===== config.mk =====
export PLATFORM = sky130hd
export DESIGN_NAME = matrix_result_buffer_flat
export DESIGN_NICKNAME = d
export VERILOG_FILES = /design/src/rtl/matrix_result_buffer_if.sv /design/src/rtl/matrix_result_buffer.sv /design/src/flat_wrapper.sv
export SDC_FILE = /design/constraint.sdc
export NUM_CORES = 1
export LEC_CHECK = 0
export CORE_MARGIN = 2
export CORE_UTILIZATION = 45
export CTS_BUF_LIST = sky130_fd_sc_hd__clkbuf_4
export DETAILED_ROUTE_END_ITERATION = 16
export GPL_ROUTABILITY_DRIVEN = 0
export PLACE_DENSITY = 0.69
export RECOVER_POWER = 50
export SLEW_MARGIN = 20
export SYNTH_ARGS = -nofsm -noshare
export SYNTH_HDL_FRONTEND = slang
export SYNTH_SLANG_ARGS = --single-unit

===== constraint.sdc =====
create_clock -name clk -period 4.6 [get_ports clk]
set_input_delay 0.69 -clock clk [delete_from_list [all_inputs] [get_ports clk]]
set_output_delay 0.69 -clock clk [all_outputs]
set_load 0.02 [all_outputs]

===== src/rtl/matrix_result_buffer_if.sv =====
// matrix_result_buffer_if: element handshake and packed-result bus of the result capture stage.
// Revision 1.0
`default_nettype none

interface matrix_result_buffer_if #(
  parameter int N_ELEM = 25,
  parameter int ELEM_W = 8
);
  logic                       start;
  logic                       in_valid;
  logic [ELEM_W-1:0]          in_data;
  logic                       in_ready;
  logic [N_ELEM*ELEM_W-1:0]   matrix_out;
  logic [4:0]                 elem_count;
  logic                       busy;
  logic                       done;
  logic                       err;

  modport master (
    output start,
    output in_valid,
    output in_data,
    input  in_ready,
    input  matrix_out,
    input  elem_count,
    input  busy,
    input  done,
    input  err
  );

  modport slave (
    input  start,
    input  in_valid,
    input  in_data,
    output in_ready,
    output matrix_out,
    output elem_count,
    output busy,
    output done,
    output err
  );
endinterface

`default_nettype wire


===== src/rtl/matrix_result_buffer.sv =====
// matrix_result_buffer: serial-to-parallel capture of 5x5 signed results plus 1 Hz display step clock.
// Revision 1.0
`default_nettype none

module matrix_result_buffer #(
  parameter int N_ELEM      = 25,
  parameter int ELEM_W      = 8,
  parameter int HALF_PERIOD = 25_000_000
) (
  input  wire logic                clk,
  input  wire logic                reset_n,
  matrix_result_buffer_if.slave    bus,
  output logic                     clk_1_segundo
);

  typedef enum logic [1:0] {
    S_IDLE = 2'd0,
    S_LOAD = 2'd1,
    S_FULL = 2'd2
  } state_e;

  localparam logic [4:0] c_last_idx = 5'(N_ELEM - 1);
  localparam int         c_cnt_w    = (HALF_PERIOD > 1) ? $clog2(HALF_PERIOD) : 1;
  localparam logic [c_cnt_w-1:0] c_div_last = c_cnt_w'(HALF_PERIOD - 1);

  state_e                   state_q;
  logic [4:0]               count_q;
  logic                     err_q;
  logic                     w_load;
  logic                     w_hs;
  logic [ELEM_W-1:0]        elem_q [N_ELEM];
  logic [N_ELEM*ELEM_W-1:0] w_matrix;

  logic [c_cnt_w-1:0]       div_q;
  logic [c_cnt_w-1:0]       div_d;
  logic                     seg_q;
  logic                     seg_d;

  // A start cycle always wins over data: that cycle's element is discarded.
  assign w_load = (state_q == S_LOAD);
  assign w_hs   = w_load && bus.in_valid && !bus.start;

  always_ff @(posedge clk or negedge reset_n) begin
    if (!reset_n) begin
      state_q <= S_IDLE;
      count_q <= '0;
      err_q   <= 1'b0;
    end else begin
      case (state_q)
        S_IDLE, S_FULL: begin
          if (bus.start) begin
            state_q <= S_LOAD;
            count_q <= '0;
            err_q   <= 1'b0;
          end else if (bus.in_valid) begin
            err_q   <= 1'b1;
          end
        end
        S_LOAD: begin
          if (bus.start) begin
            count_q <= '0;
            err_q   <= 1'b0;
          end else if (bus.in_valid) begin
            count_q <= count_q + 5'd1;
            if (count_q == c_last_idx) begin
              state_q <= S_FULL;
            end
          end
        end
        default: begin
          state_q <= S_IDLE;
          count_q <= '0;
          err_q   <= 1'b0;
        end
      endcase
    end
  end

  // One register per element; the write pointer is the running element count.
  for (genvar gi = 0; gi < N_ELEM; gi++) begin : g_elem
    localparam logic [4:0] c_idx = 5'(gi);

    always_ff @(posedge clk or negedge reset_n) begin
      if (!reset_n) begin
        elem_q[gi] <= '0;
      end else if (bus.start) begin
        elem_q[gi] <= '0;
      end else if (w_hs && (count_q == c_idx)) begin
        elem_q[gi] <= bus.in_data;
      end
    end

    assign w_matrix[gi*ELEM_W +: ELEM_W] = elem_q[gi];
  end

  assign bus.matrix_out = w_matrix;
  assign bus.elem_count = count_q;
  assign bus.in_ready   = w_load;
  assign bus.busy       = w_load;
  assign bus.done       = (state_q == S_FULL);
  assign bus.err        = err_q;

  // Free-running divider, deliberately independent of the capture FSM.
  always_comb begin
    div_d = div_q + c_cnt_w'(1);
    seg_d = seg_q;
    if (div_q == c_div_last) begin
      div_d = '0;
      seg_d = ~seg_q;
    end
  end

  always_ff @(posedge clk or negedge reset_n) begin
    if (!reset_n) begin
      div_q <= '0;
      seg_q <= 1'b0;
    end else begin
      div_q <= div_d;
      seg_q <= seg_d;
    end
  end

  assign clk_1_segundo = seg_q;

endmodule

`default_nettype wire


===== src/flat_wrapper.sv =====
// flat-port wrapper written by rule: the top's interface ports become plain ports
module matrix_result_buffer_flat 
#(
  parameter int N_ELEM      = 25,
  parameter int ELEM_W      = 8,
  parameter int HALF_PERIOD = 25_000_000
)
  (clk, reset_n, clk_1_segundo, bus_start, bus_in_valid, bus_in_data, bus_in_ready, bus_matrix_out, bus_elem_count, bus_busy, bus_done, bus_err);
  matrix_result_buffer_if #(.N_ELEM(N_ELEM), .ELEM_W(ELEM_W)) bus_i ();
  input  wire logic clk;
  input  wire logic reset_n;
  output logic clk_1_segundo;
  input wire logic [$bits(bus_i.start)-1:0] bus_start;
  input wire logic [$bits(bus_i.in_valid)-1:0] bus_in_valid;
  input wire logic [$bits(bus_i.in_data)-1:0] bus_in_data;
  output wire logic [$bits(bus_i.in_ready)-1:0] bus_in_ready;
  output wire logic [$bits(bus_i.matrix_out)-1:0] bus_matrix_out;
  output wire logic [$bits(bus_i.elem_count)-1:0] bus_elem_count;
  output wire logic [$bits(bus_i.busy)-1:0] bus_busy;
  output wire logic [$bits(bus_i.done)-1:0] bus_done;
  output wire logic [$bits(bus_i.err)-1:0] bus_err;
  assign bus_i.start = bus_start;
  assign bus_i.in_valid = bus_in_valid;
  assign bus_i.in_data = bus_in_data;
  assign bus_in_ready = bus_i.in_ready;
  assign bus_matrix_out = bus_i.matrix_out;
  assign bus_elem_count = bus_i.elem_count;
  assign bus_busy = bus_i.busy;
  assign bus_done = bus_i.done;
  assign bus_err = bus_i.err;
  matrix_result_buffer #(.N_ELEM(N_ELEM), .ELEM_W(ELEM_W), .HALF_PERIOD(HALF_PERIOD)) u_core (.clk(clk), .reset_n(reset_n), .bus(bus_i), .clk_1_segundo(clk_1_segundo));
endmodule

==> results of run 1 <==
[registers in the layout (all words and copies together) (netlist names)]
signal,flops
u_core.bus.matrix_out,200
u_core.bus.err,1
u_core.bus.elem_count,5
u_core.clk_1_segundo,1
u_core.state_q,2
u_core.div_q,25
[placed cells by master (no fill, tap or decap), types with 2 or more instances in the layout]
master	instances
nor2b_1	8
nand3_1	22
or3_1	6
or4_1	4
dlygate4sd3_1	68
and3_1	4
clkinv_1	8
mux2i_1	194
xor2_1	8
buf_4	8
and4_1	8
nand4_2	3
nand2_1	23
o31ai_1	3
nand4_1	12
nor4b_1	2
nand3b_1	2
dfrtp_1	234
a21oi_1	25
xnor2_1	4
nor4_1	2
o21ai_0	9
nand2b_1	3
inv_1	10
nor2_1	205
clkdlybuf4s50_1	151
clkbuf_2	3
ha_1	6
clkbuf_4	90
[Yosys cell counts (2+ instances only)]
cell type | n | area share (%)
clkbuf_2 | 8 | 0.40
and3_1 | 4 | 0.25
buf_2 | 10 | 0.50
nor4_1 | 2 | 0.13
nand3b_1 | 2 | 0.15
nor4b_1 | 2 | 0.18
dfrtp_1 | 234 | 59
inv_1 | 10 | 0.38
nand2_1 | 23 | 0.86
nand4_1 | 11 | 0.69
and4_1 | 8 | 0.70
clkbuf_1 | 51 | 1.9
nand2b_1 | 3 | 0.19
nand3_1 | 22 | 1.1
nand4_2 | 4 | 0.50
or3_1 | 6 | 0.38
nor2_1 | 205 | 7.7
o31ai_1 | 3 | 0.23
xor2_1 | 8 | 0.70
o21ai_0 | 9 | 0.45
or4_1 | 4 | 0.30
xnor2_1 | 4 | 0.35
a21oi_1 | 25 | 1.3
nor2b_1 | 8 | 0.50
mux2i_1 | 194 | 19
ha_1 | 6 | 0.75
[critical path, cell delays in order]
cell	delay, ns
dlygate4sd3_1	0.89
and4bb_1	0.94
nand4_1	0.75
mux2i_1	0.35
nor2_1	0.06
[worst paths after layout]
path,from,endpoint,depth (start not counted)
max in group asynchronous,reset_n,u_core.bus.matrix_out[136],2
max reg2reg,u_core.state_q[1],u_core.bus.matrix_out[142],4
min,u_core.div_q[0],u_core.div_q[0],1
min reg2reg,u_core.div_q[0],u_core.div_q[0],1
max,bus_in_valid,u_core.bus.matrix_out[142],5
min in group asynchronous,reset_n,u_core.bus.matrix_out[27],1
[layer usage]
| layer | wire length [µm] | share of wire (%) |
|---|---|---|
| met4 | 521 | 1.9 |
| met3 | 1590 | 5.8 |
| met1 | 12200 | 44 |
| met5 | 0 | 0 |
| met2 | 13200 | 48 |
[kinds of logic (layout without fill, tap and decap cells)]
kind of cell / after synthesis / after routing / share of synthesized area, %
AOI/OAI and AO/OA: 43 / 43 / 2.44
xor gates and xnor gates: 12 / 12 / 1.05
adders and majority gates: 6 / 6 / 0.751
buffers and inverters: 80 / 342 / 3.27
DFF: 234 / 234 / 58.6
muxes: 194 / 194 / 19.4
other: 0 / 1 / 0
and+or+nand+nor: 313 / 313 / 14.5
[power by group]
group          leakage [nW]  internal [W]  switching, W
sequential             3.25       0.00207    0.00000686
clock                 0.435      0.000879      0.000815
combinational          3.37     0.0000458      0.000150
total                  7.06       0.00299      0.000972
[cell type report]
cell class,instances,share of cell area (%)
clock buffers,90,5.17
clock inverters,10,0.297
well taps,280,2.68
inverters,10,0.287
diodes,1,0.0191
repair buffers,232,17.6
flip-flops and latches,234,44.8
multi-input cells,568,29.2
[through the flow]
step	instance area (µm²)	setup WS (ns)	total power, W	util, %
2_1_floorplan	9990	2.38	0.00220	-
3_3_place_gp	12400	1.23	0.00231	56.7
3_5_place_dp	12400	1.15	0.00231	56.7
4_1_cts	13100	1.58	0.00402	60.0
5_1_grt	13100	1.17	0.00414	59.9
6_report	13100	1.39	0.00396	59.9
==> impl_metrics.json, run 1 <==
{
  "status": "complete, but fails checks",
  "violations": "capacitance limit, slew limit",
  "clock_path_buffers": 3,
  "area_growth_pct": 30.8,
  "drtAntennaViolNets": 0,
  "r2r_slack_ns": 1.78,
  "finalSetupViolCount": 0,
  "postCtsSetupBuffers": 0,
  "root_buffer": "clkbuf_4",
  "ys_seq_elements": 234,
  "multi_input_area_um2": 3810,
  "drt-total-wl_um": 27500,
  "crit_fanout": 30,
  "nNetsFinal": 1125,
  "grt_pass1_vias": 7503,
  "die_w_um": 153,
  "layout-drive-gt1-share_pct": 9.70,
  "synth_edf_count": 0,
  "power_leakage_nw": 7.06,
  "dp_cells": 1324,
  "met3_usage_pct": 5.47,
  "worst_pin_slew_ns": 2.54,
  "dp_hpwl_um": 17200,
  "grt_pass1_wl_um": 43500,
  "clock_latency_ns": 0.69,
  "num_rows": 54,
  "dieArea_um2": 23400,
  "period_share_pct": 69.9,
  "die_y_um": 153,
  "arrival_ns": 3.70,
  "fin_setup_tns_ns": 0,
  "grtUsageMet2_pct": 37.8,
  "p_per_area_nw_per_um2": 303,
  "cts_resized": 0,
  "timing.fmax_ghz": 0.311,
  "ys.flop_type": "dfrtp_1",
  "worst_setup_path_start_kind": "input pin",
  "cp.required_ns": 5.08,
  "cts_tree": "yes",
  "ys_seq_area_share_pct": 58.6,
  "track_usage_pct": 23.4,
  "drt_iter0_drc": 440,
  "cts_made_buffers": 61,
  "grt.overflow.total": 0,
  "core_area_um2": 21800,
  "hold_class": "reg2reg",
  "grt_max_degree": 135,
  "vias": 7472,
  "slew_headroom_pct": -69.3,
  "drc": 0,
  "fin_cells": 1425,
  "maxCapViolations": 2,
  "port_buffers": 221,
  "skew_ns": 0.0334,
  "clock-sinks": 234,
  "firstDrtPassIters": 5,
  "syn-cell-area_um2": 9990,
  "yosys_warnings": 0,
  "antenna_found_initial": 1,
  "worst_setup_path_end_kind": "flop",
  "n_fill_cell": 1904,
  "hold-worst-slack_ns": 0.488,
  "path_clk_slew_ns": 0.06,
  "critPathKind": "in2reg",
  "fin_crit_ns": 3.21,
  "syn_inst": 882,
  "io_pins": 222,
  "use_met1_pct": 32.0,
  "hold_viol_final": 0,
  "wire_per_inst_um": 19.3,
  "rsz0062_at_grt": "no",
  "htree_levels": 2,
  "gr-max-usage-layer": "met2",
  "avgSynthCellArea_um2": 11.3,
  "synth_nets": 900,
  "ys_types": 42,
  "seqCellArea_um2": 5860,
  "ir_drop_mv": 0.221,
  "synthArstFlopShare_pct": 100,
  "maxSlewViolCount": 175,
  "vias_per_cell": 5.24,
  "initial_utilization_pct": 45.8,
  "hold_buffers": 0
}
(Power assumes the default switching activity.)
==> run 2: changes to the inputs <==
==> constraint.sdc (replaced) <==
create_clock -name clk -period 3.1 [get_ports clk]
set_input_delay 0.465 -clock clk [delete_from_list [all_inputs] [get_ports clk]]
set_output_delay 0.465 -clock clk [all_outputs]
set_load 0.02 [all_outputs]
==> run 2 against run 1 <==
  * The flow still finishes with violations (capacitance limit, slew limit)
  * Final cell count barely moved
  * Clock skew down 0.019 ns
  * Design area about the same
  * Flip-flop and latch count unchanged
  * Die area unchanged
  * Via count down 0.13%
  * Count of clock-buffer cells in the layout shrank 5
  * Register-to-register slack got worse by 1.2 ns
  * Global-route usage down 0.17 points
  * Largest power group unchanged
  * Highest routed layer unchanged
==> impl_metrics.json, run 2 (synthesis gave the netlist of run 1 again) <==
{
  "n_fill_cell": 1917,
  "drt_iter0_drc": 455,
  "worst_pin_slew_ns": 2.11,
  "finalSetupViolCount": 0,
  "crit_fanout": 11,
  "root_buffer": "clkbuf_4",
  "arrival_ns": 2.24,
  "dp_hpwl_um": 17300,
  "dieArea_um2": 23400,
  "multi_input_area_um2": 3800,
  "wire_per_inst_um": 19.1,
  "skew_ns": 0.0146,
  "rr_worst_depth": 4,
  "min-delay-start": "u_core.clk_1_segundo",
  "fin_crit_ns": 2.71,
  "grt_pass1_vias": 7467,
  "postCtsSetupBuffers": 0,
  "whs_endpoint": "u_core.clk_1_segundo",
  "port_buffers": 221,
  "period_share_pct": 87.4,
  "vias_per_cell": 5.24,
  "firstDrtPassIters": 5,
  "timing.fmax_ghz": 0.369,
  "drc": 0,
  "hold_viol_final": 0,
  "worst_setup_path_end_kind": "output port",
  "area_growth_pct": 30.9,
  "whs_path_depth": 1,
  "cts_tree": "yes",
  "largest_register_ffs": 200,
  "nNetsFinal": 1131,
  "cp.required_ns": 2.63,
  "drt-total-wl_um": 27300,
  "r2r_slack_ns": 0.59,
  "ir_drop_mv": 0.251,
  "cts_made_buffers": 59,
  "power_leakage_nw": 7.06,
  "slew_headroom_pct": -40.7,
  "clock_path_buffers": 3,
  "grt_pass1_wl_um": 43200,
  "rsz0062_at_grt": "no",
  "maxSlewViolCount": 167,
  "track_usage_pct": 23.2,
  "antenna_found_initial": 1,
  "path_clk_slew_ns": 0.06,
  "vias": 7462,
  "die_w_um": 153,
  "hold_class": "reg2reg",
  "num_rows": 54,
  "io_pins": 222,
  "layout-drive-gt1-share_pct": 9.62,
  "clock-sinks": 234,
  "fin_setup_tns_ns": 0,
  "clock_latency_ns": 0.66,
  "r2r-end": "u_core.bus.matrix_out[86]",
  "violations": "capacitance limit, slew limit",
  "worst_setup_path_start_kind": "flop",
  "die_y_um": 153,
  "maxCapViolations": 2,
  "grt_max_degree": 87,
  "initial_utilization_pct": 45.8,
  "final_cell_mix": "dfrtp_1, nor2_1, mux2i_1, clkdlybuf4s50_1, clkbuf_4",
  "seqCellArea_um2": 5860,
  "reg2reg_from": "u_core.state_q[1]",
  "core_area_um2": 21800,
  "p_per_area_nw_per_um2": 441,
  "status": "complete, but fails checks",
  "grt.overflow.total": 0,
  "hold-worst-slack_ns": 0.471,
  "drtAntennaViolNets": 0,
  "htree_levels": 2,
  "final_common_cell": "dfrtp_1",
  "critPathKind": "reg2out"
}
-- run 2: final cells by class --
class                      count  share of cell area (%)
sequential                   234                    44.8
multi-input combinational    568                    29.1
timing repair buffer         240                    18.1
clock buffer                  85                    4.88
tap                          280                    2.68
inverter                      10                   0.287
clock inverter                 6                   0.172
antenna                        1                  0.0191
-- run 2: metrics by stage --
stage	utilization, %	cell area, µm²	cells	total power [W]	setup WS (ns)
6_report	59.9	13100	1424	0.00576	0.392
5_1_grt	59.9	13100	1424	0.00603	0.0926
4_1_cts	60.0	13100	1423	0.00586	0.319
3_5_place_dp	57.0	12400	1331	0.00343	0.532
3_3_place_gp	57.0	12400	1331	0.00343	0.576
2_1_floorplan	-	9990	882	0.00327	1.10
-- run 2: worst max path at each step --
| stage | start | slack (ns) | depth (start not counted) | endpoint |
|---|---|---|---|---|
| after floorplan | u_core.bus.elem_count[0] | 1.10 | 8 | u_core.bus.matrix_out[123] |
| after global placement | bus_start | 0.58 | 5 | u_core.bus.matrix_out[28] |
| after detailed placement | bus_in_valid | 0.53 | 5 | u_core.bus.matrix_out[154] |
| after CTS | u_core.state_q[0] | 0.32 | 3 | bus_busy |
| after global routing | reset_n | 0.09 | 3 | u_core.bus.matrix_out[20] |
| final | u_core.state_q[0] | 0.39 | 3 | bus_in_ready |
-- run 2: metal layers --
metal,up-vias,wire length (µm),global-route usage (%)
met4,0,743,7.76
met1,3686,12000,31.7
li1,3476,-,-
met5,-,0,0
met3,62,1640,5.56
met2,238,12900,36.7
-- run 2: power breakdown --
part           leakage, nW  internal, W  switching (W)
clock network        0.400      0.00123        0.00117
logic                 3.41    0.0000726       0.000222
registers             3.25      0.00306     0.00000953
-- run 2: what timing repair did --
action	4_1_cts	5_1_grt
hold buffers	1	0
hold endpoints to repair	78	0
resized for setup	0	0
-- run 2: worst max-delay path: stages, from the launching register on --
cell and delay [ns]:
dfrtp_1 0.51, inv_1 0.18, nor2_1 0.25, clkdlybuf4s50_1 0.66
